## config.mk

```make
export PLATFORM = sky130hd
export DESIGN_NAME = ws2812_tx
export DESIGN_NICKNAME = d
export VERILOG_FILES = /design/src/rtl/ws2812_tx.sv
export SDC_FILE = /design/constraint.sdc
export NUM_CORES = 1
export LEC_CHECK = 0
export ABC_AREA = 0
export CORE_AREA = 2 2 93 95
export DETAILED_ROUTE_END_ITERATION = 6
export DIE_AREA = 0 0 95 97
export SLEW_MARGIN = 20
export SYNTH_ARGS = -nofsm -noshare
export SYNTH_HDL_FRONTEND = slang
export SYNTH_SLANG_ARGS = --single-unit
export TNS_END_PERCENT = 10
```

## constraint.sdc

```tcl
create_clock -name clk -period 2.4 [get_ports clk]
set_input_delay 0.72 -clock clk [delete_from_list [all_inputs] [get_ports clk]]
set_output_delay 0.72 -clock clk [all_outputs]
set_load 0.1 [all_outputs]
```

## src/rtl/ws2812_tx.sv

```systemverilog
// WS2812 serial LED transmitter: pixels in over a valid/ready handshake, NRZ pulse train out on dout.
// Define WS2812_RGBW_EN for 32-bit GRBW pixels (W byte last); default build uses 24-bit GRB.
module ws2812_tx #(
   parameter int T0H    = 4,
   parameter int T1H    = 8,
   parameter int TBIT   = 13,
   parameter int TRESET = 800,
`ifdef WS2812_RGBW_EN
   localparam int PW    = 32
`else
   localparam int PW    = 24
`endif
) (
   input  logic          clk,
   input  logic          rst_n,
   input  logic [PW-1:0] px_data,
   input  logic          px_last,
   input  logic          px_valid,
   output logic          px_ready,
   output logic          dout,
   output logic          busy,
   output logic          underrun
);

   localparam int CW = $clog2(TRESET + 1);
   localparam int BW = $clog2(PW);

   localparam logic [1:0] S_IDLE  = 2'd0;
   localparam logic [1:0] S_HIGH  = 2'd1;
   localparam logic [1:0] S_LOW   = 2'd2;
   localparam logic [1:0] S_LATCH = 2'd3;

   if (!(0 < T0H && T0H < T1H && T1H < TBIT)) begin : g_bad_timing
      $error("ws2812_tx: need 0 < T0H < T1H < TBIT");
   end

   logic [1:0]    state_q, state_d;
   logic [CW-1:0] cnt_q, cnt_d;
   logic [PW-1:0] shreg_q, shreg_d;
   logic [BW-1:0] bitcnt_q, bitcnt_d;
   logic          last_q, last_d;
   logic          dout_q, dout_d;
   logic          ready_c, underrun_c;
   logic [CW-1:0] hi_lim, lo_lim;

   // HIGH and LOW lengths are picked from the bit currently at the MSB
   assign hi_lim = shreg_q[PW-1] ? CW'(T1H - 1) : CW'(T0H - 1);
   assign lo_lim = shreg_q[PW-1] ? CW'(TBIT - T1H - 1) : CW'(TBIT - T0H - 1);

   always_comb begin
      state_d    = state_q;
      cnt_d      = cnt_q;
      shreg_d    = shreg_q;
      bitcnt_d   = bitcnt_q;
      last_d     = last_q;
      ready_c    = 1'b0;
      underrun_c = 1'b0;
      case (state_q)
         S_IDLE: begin
            ready_c = 1'b1;
            if (px_valid) begin
               shreg_d  = px_data;
               last_d   = px_last;
               bitcnt_d = BW'(PW - 1);
               cnt_d    = '0;
               state_d  = S_HIGH;
            end
         end
         S_HIGH: begin
            if (cnt_q == hi_lim) begin
               cnt_d   = '0;
               state_d = S_LOW;
            end else begin
               cnt_d = cnt_q + 1'b1;
            end
         end
         S_LOW: begin
            if (cnt_q != lo_lim) begin
               cnt_d = cnt_q + 1'b1;
            end else begin
               cnt_d = '0;
               if (bitcnt_q != '0) begin
                  shreg_d  = {shreg_q[PW-2:0], 1'b0};
                  bitcnt_d = bitcnt_q - 1'b1;
                  state_d  = S_HIGH;
               end else if (last_q) begin
                  state_d = S_LATCH;
               end else begin
                  // final cycle of a non-last pixel: a successor must be taken now to avoid a gap
                  ready_c = 1'b1;
                  if (px_valid) begin
                     shreg_d  = px_data;
                     last_d   = px_last;
                     bitcnt_d = BW'(PW - 1);
                     state_d  = S_HIGH;
                  end else begin
                     underrun_c = 1'b1;
                     state_d    = S_LATCH;
                  end
               end
            end
         end
         default: begin
            if (cnt_q == CW'(TRESET - 1)) begin
               cnt_d   = '0;
               state_d = S_IDLE;
            end else begin
               cnt_d = cnt_q + 1'b1;
            end
         end
      endcase
   end

   assign dout_d = (state_d == S_HIGH);

   always_ff @(posedge clk or negedge rst_n) begin
      if (!rst_n) begin
         state_q  <= S_IDLE;
         cnt_q    <= '0;
         shreg_q  <= '0;
         bitcnt_q <= '0;
         last_q   <= 1'b0;
         dout_q   <= 1'b0;
      end else begin
         state_q  <= state_d;
         cnt_q    <= cnt_d;
         shreg_q  <= shreg_d;
         bitcnt_q <= bitcnt_d;
         last_q   <= last_d;
         dout_q   <= dout_d;
      end
   end

   assign px_ready = ready_c & rst_n;
   assign underrun = underrun_c & rst_n;
   assign dout     = dout_q;
   assign busy     = (state_q != S_IDLE);

endmodule
```

== Word-level counts from Yosys, hierarchy flattened ==
Cells that the tools add are included.
W data, S select, Z words.

* Word-level logic and storage cells: 66
* Latch bits: 0
* Memory bits (read-only): 0
* Input port bits: 28
* Memories: 0
* Bits in writable memories: 0
* Register bits: 43
* Output and inout port bits: 4

* Add/sub/neg operators: 2
* Multipliers: 0
* Eq/ne operators: 10
* Order comparisons: 0
* Shift operators: 0
* Div/mod/pow operators: 0
* Reduce and logical (&&, ||, !) cells: 6
* Bitwise gates (word level): 2
* Multiplexer cells: 40

{| class="wikitable"
|+ Operator list
! cell !! count
|-
| $mux W24 || 4
|-
| $pmux W24 S2 || 1
|-
| $mux W10 || 4
|-
| $pmux W10 S3 || 1
|-
| $mux W5 || 4
|-
| $mux W2 || 7
|-
| $mux W1 || 13
|-
| $add A10 B1 Y10 const B || 1
|-
| $eq A10 B10 Y1 const B || 1
|-
| $eq A10 B3 Y1 || 1
|-
| $ne A10 B4 Y1 || 1
|-
| $pmux W5 S2 || 1
|-
| $ne A2 B2 Y1 const B || 3
|-
| $pmux W2 S3 || 1
|-
| $reduce_bool A5 Y1 || 1
|-
| $sub A5 B1 Y5 const B || 1
|-
| $eq A2 B1 Y1 const B || 2
|-
| $mux W4 || 1
|-
| $pmux W1 S2 || 2
|-
| $reduce_and A4 Y1 || 1
|-
| $reduce_bool A2 Y1 || 2
|-
| $mux W3 || 1
|-
| $ne A3 B3 Y1 const B || 1
|-
| $reduce_and A3 Y1 || 1
|-
| 3 further kinds || 4
|}

== Depth between registers and ports, before layout ==
* Word-level depth: 6
* Gate-level depth with buffers: 9
* Gate-level depth less buffers: 7

== Worst setup path after synthesis ==
No wires, ideal clock.

* Path kind: register to output
* From: register cnt_q[5]
* To: output port px_ready
* Path buffers: 0
* Data arrival time: 3790 ps
* Slack: -2110 ps
* Data required time: 1680 ps
* Cell stages (with the launch flop): 6
* Cells stage by stage: dfrtp_1 or3_4 nor3_4 nand2_1 o31a_1 nor3b_1

* Longest elaborated chain between the ends: 4

{| class="wikitable"
|+ RTL lines
! what !! line !! text
|-
| start, declared || 38 || <nowiki>logic [CW-1:0] cnt_q, cnt_d;</nowiki>
|-
| start signal, assigned || 126 || <nowiki>cnt_q <= cnt_d;</nowiki>
|-
| $ne A10 B4 Y1 || 78 || <nowiki>if (cnt_q != lo_lim) begin</nowiki>
|-
| $mux W1 || 78 ||
|-
| $pmux W1 S2 || 58 || <nowiki>case (state_q)</nowiki>
|-
| $and A1 B1 Y1 || 134 || <nowiki>assign px_ready = ready_c & rst_n;</nowiki>
|-
| end, declared || 19 || <nowiki>output logic px_ready,</nowiki>
|}

Every way passes these cells.

== Final worst setup path ==
* From: register bitcnt_q[0]
* To: output port px_ready

* Longest elaborated chain between the ends: 5

{| class="wikitable"
|+ RTL lines
! what !! line !! text
|-
| start, declared || 40 || <nowiki>logic [BW-1:0] bitcnt_q, bitcnt_d;</nowiki>
|-
| start signal, assigned || 128 || <nowiki>bitcnt_q <= bitcnt_d;</nowiki>
|-
| $reduce_bool A5 Y1 || 82 || <nowiki>if (bitcnt_q != '0) begin</nowiki>
|-
| $mux W1 || 82 ||
|-
| $mux W1 || 78 ||
|-
| $pmux W1 S2 || 58 ||
|-
| $and A1 B1 Y1 || 134 ||
|}

Every way passes these cells.

==> metrics.md <==
| Metric | Value |
|---|---|
| Outcome | finished, violations left |
| Failing checks | setup timing |
| Crit path max-delay family | simple AND/OR/NAND/NOR gates |
| Final setup viols | 2 |
| Largest net degree at the start of global routing | 38 |
| Worst Setup End Kind | output port |
| Clk slew on worst S/H paths | 80 ps |
| Core area | 0.00813 sq mm |
| GP Congestion | 0.822 |
| GR Util All Layers | 13.4% |
| First-iteration detailed-routing DRC count | 86 |
| H-tree levels | 2 |
| Post-synthesis async set-or-reset flop share | 100% |
| Buf/Inv on CP | 2 |
| Drt pass-1 iters | 5 |
| Antenna-violating nets left | 0 |
| # IOs | 32 |
| Die W | 95 microns |
| Total grt overflow | 0 |
| Register area | 0.00108 sq mm |
| Post-synthesis sequential area ratio | 45.0% |
| Distinct cells, synth | 43 |
| Pre-CTS setup slack | -120 ps |
| Worst-Margin Slew | 482 ps |
| Post-Synth Adder-Cell Area | 2.09% |
| Starting Density | 29.4% |
| RSZ-0062 raised after global routing | yes |
| Post-route core utilization | 40.1% |
| Crit path cell chain | inv_2, ha_4, or4b_4, o31a_1, nor3b_4, buf_12 |
| Final hold vios | 0 |
| Post-synth EDFFs | 0 |
| Post-Synth Simple-Gate Area | 15.4% |
| Std-Cell Rows | 33 |
| Crit share post-route | 119% |
| Fillers | 794 |
| Leak | 1.27 nW |
| DRC viols | 0 |
| Synth Area in Compound Gates | 30.4% |
| Initial antenna violation count | 0 |
| Final setup margin | -447 ps |
| CTS tree | yes |
| Startpoint types | flip-flop |
| DP HPWL | 4220 microns |
| Clock Sinks | 43 |
| DP Area | 0.00312 sq mm |
| Antenna Cells | 0 |
| Required time of the critical path | 1680 ps |
| I/O Buffers | 31 |
| PwrDens | 594 mW/mm^2 |
| Largest family of logic cells by synthesized area | compound AO/OA/AOI/OAI gates |
| Clock root buffer master | clkbuf_8 |
| Mux cell area share after synthesis | 0% |
| Fmax | 0.351 GHz |
| Setup CP Type | reg -> out |
| Fin. max-slew vios | 0 |
| Master of the slowest instance on the critical path | or4b_4 |
| Max clock buf depth | 2 |
| Crit-path max FO | 2 |
| Worst skew pair latency | 300 ps |
| Fin crit period | 2850 ps |
| Yosys warnings | 0 |
| Max_slew headroom | 67.9% |
| Vias in the first global route | 1976 |
| Die H | 97 microns |
| Via density | 5.15 |
| Cts bufs inserted | 5 |
| HP Class | in -> async |
| # Max-Cap Violations | 0 |
| CP max stage delay | 450 ps |
| Routed WL | 6050 microns |
| Worst Path Arrival | 2130 ps |
| Synth Area in XOR/XNOR | 2.20% |
| Post-synth net total | 264 |
| Mean Syn Cell Area | 10.3 sq um |
| Peak supply drop | 250 uV |
| Syn-to-layout area delta | 36.5% |
| Final nets | 327 |
| Skew final | 4.22 ps |
| Full die area | 0.00922 sq mm |
| WL/cell | 15.1 microns |
| First-pass GRT wire length | 9810 microns |
| Flops & latches, synth | 43 |
| Primary FF master, synth | dfrtp_1 |
| Share of layout cells above drive strength 1 | 26.4% |
| Fin area | 0.00326 sq mm |
| Area of the multi-input gates | 0.00124 sq mm |
| Post-Synthesis Cell Area | 0.00239 sq mm |
| Syn Inst Count | 232 |
| Via Count | 2059 |
[final cells by class]
class / count / share of cell area [%]
Clock inverter: 2 / 1.15
Inverter: 11 / 1.27
Clock buffer: 5 / 2.11
Sequential cell: 43 / 33.0
Multi-Input combinational cell: 165 / 38.0
Timing Repair Buffer: 69 / 20.5
Tap cell: 105 / 4.03
[registers in the layout (all words and copies together) (netlist names)]
register / flops
shreg_q: 24
cnt_q: 10
dout: 1
state_q: 2
bitcnt_q: 5
last_q: 1
[layer usage]
metal | track usage (%) | part of all wire (%)
met5 | 0 | 0
met4 | 3.34 | 0.38
met3 | 3.12 | 3.5
met2 | 19.9 | 48
met1 | 19.6 | 48
[cell usage after synthesis (2+ instances only)]
master | instances | share of area, %
dfrtp_1 | 43 | 45
a31oi_1 | 2 | 0.52
o21ai_0 | 9 | 1.9
inv_1 | 11 | 1.7
or3_4 | 2 | 0.94
a2bb2oi_1 | 12 | 4.4
xor2_1 | 3 | 1.1
nor2_1 | 22 | 3.5
nand4_1 | 3 | 0.79
buf_6 | 3 | 1.4
o2bb2ai_1 | 2 | 0.73
buf_1 | 3 | 0.47
nor2b_1 | 3 | 0.79
clkbuf_1 | 4 | 0.63
a2bb2oi_2 | 15 | 9.4
nand2_1 | 16 | 2.5
nand3_1 | 7 | 1.5
a21oi_1 | 7 | 1.5
nor3b_1 | 3 | 0.94
nor3_1 | 5 | 1.0
buf_2 | 3 | 0.63
a32oi_1 | 3 | 1.1
o22ai_1 | 24 | 6.3
xnor2_1 | 3 | 1.1
nand2b_1 | 3 | 0.79
ha_1 | 4 | 2.1
[power breakdown]
part           total [mW]  leakage (nW)  switching (mW)  internal [mW]
Combinational       0.553         0.782           0.280          0.273
Clock               0.571        0.0502           0.267          0.305
Sequential          0.816         0.435          0.0361          0.780
Total                1.94          1.27           0.583           1.36
[kinds of logic (layout without fill, tap and decap cells)]
kind of cell    Yosys count  count (layout)
buf+inv                  24              87
fa+ha+maj                 4               4
simple gates             70              70
flops                    43              43
compound gates           85              85
xor+xnor                  6               6
[repair_timing]
action	CTS	global route
setup buffers	0	2
setup endpoints to repair	2	2
pin swaps	2	5
gates resized for setup	1	5
hold buffers	0	0
[placed cells by master (no fill, tap or decap), types with 2 or more instances in the layout]
cell type and instances:
dfrtp_1 43, buf_4 35, clkdlybuf4s50_1 26, o22ai_1 24
nor2_1 22, nand2_1 15, a2bb2oi_2 15, a2bb2oi_1 12
inv_1 9, o21ai_0 9, nand3_1 7, a21oi_1 7
buf_12 7, clkbuf_8 5, nor3_1 4, nor2b_1 3
nand2b_1 3, xnor2_1 3, nand4_1 3, xor2_1 3
a32oi_1 3, ha_1 3, inv_2 2, or3_4 2
nor3_4 2, a31oi_1 2, nor3b_1 2, o2bb2ai_1 2
[per-stage QoR]
| step | hold slack (ps) | setup TNS [ps] | power [mW] | std cells |
|---|---|---|---|---|
| floorplan | 424 | -1350 | 1.13 | 232 |
| global placement | 507 | -104 | 1.36 | 391 |
| detailed placement | 513 | -141 | 1.38 | 391 |
| CTS | 383 | -717 | 1.96 | 398 |
| global route | 392 | -867 | 2.06 | 400 |
| finish | 377 | -707 | 1.94 | 400 |
[worst register-to-register path, stage by stage, from the launching register on]
cell and delay, ps:
dfrtp_1 390, inv_2 80, ha_4 130, or4b_4 450
buf_4 170, nand3_1 160, buf_12 210, a221oi_4 90
buf_12 180, a2bb2oi_1 160
[worst paths after layout]
| check | from | to | slack (ps) | cells after the start |
|---|---|---|---|---|
| worst max-delay path | bitcnt_q[0] | px_ready | -450 | 6 |
| worst min-delay path | rst_n | bitcnt_q[0] | 380 | 2 |
| worst max register to register | bitcnt_q[0] | bitcnt_q[2] | 250 | 9 |
| worst min register to register | shreg_q[0] | shreg_q[0] | 520 | 2 |
| max in group asynchronous | rst_n | shreg_q[19] | 1530 | 2 |
| min in group clk | shreg_q[0] | shreg_q[0] | 520 | 2 |
No activity file was read; power rests on OpenSTA's default activity.
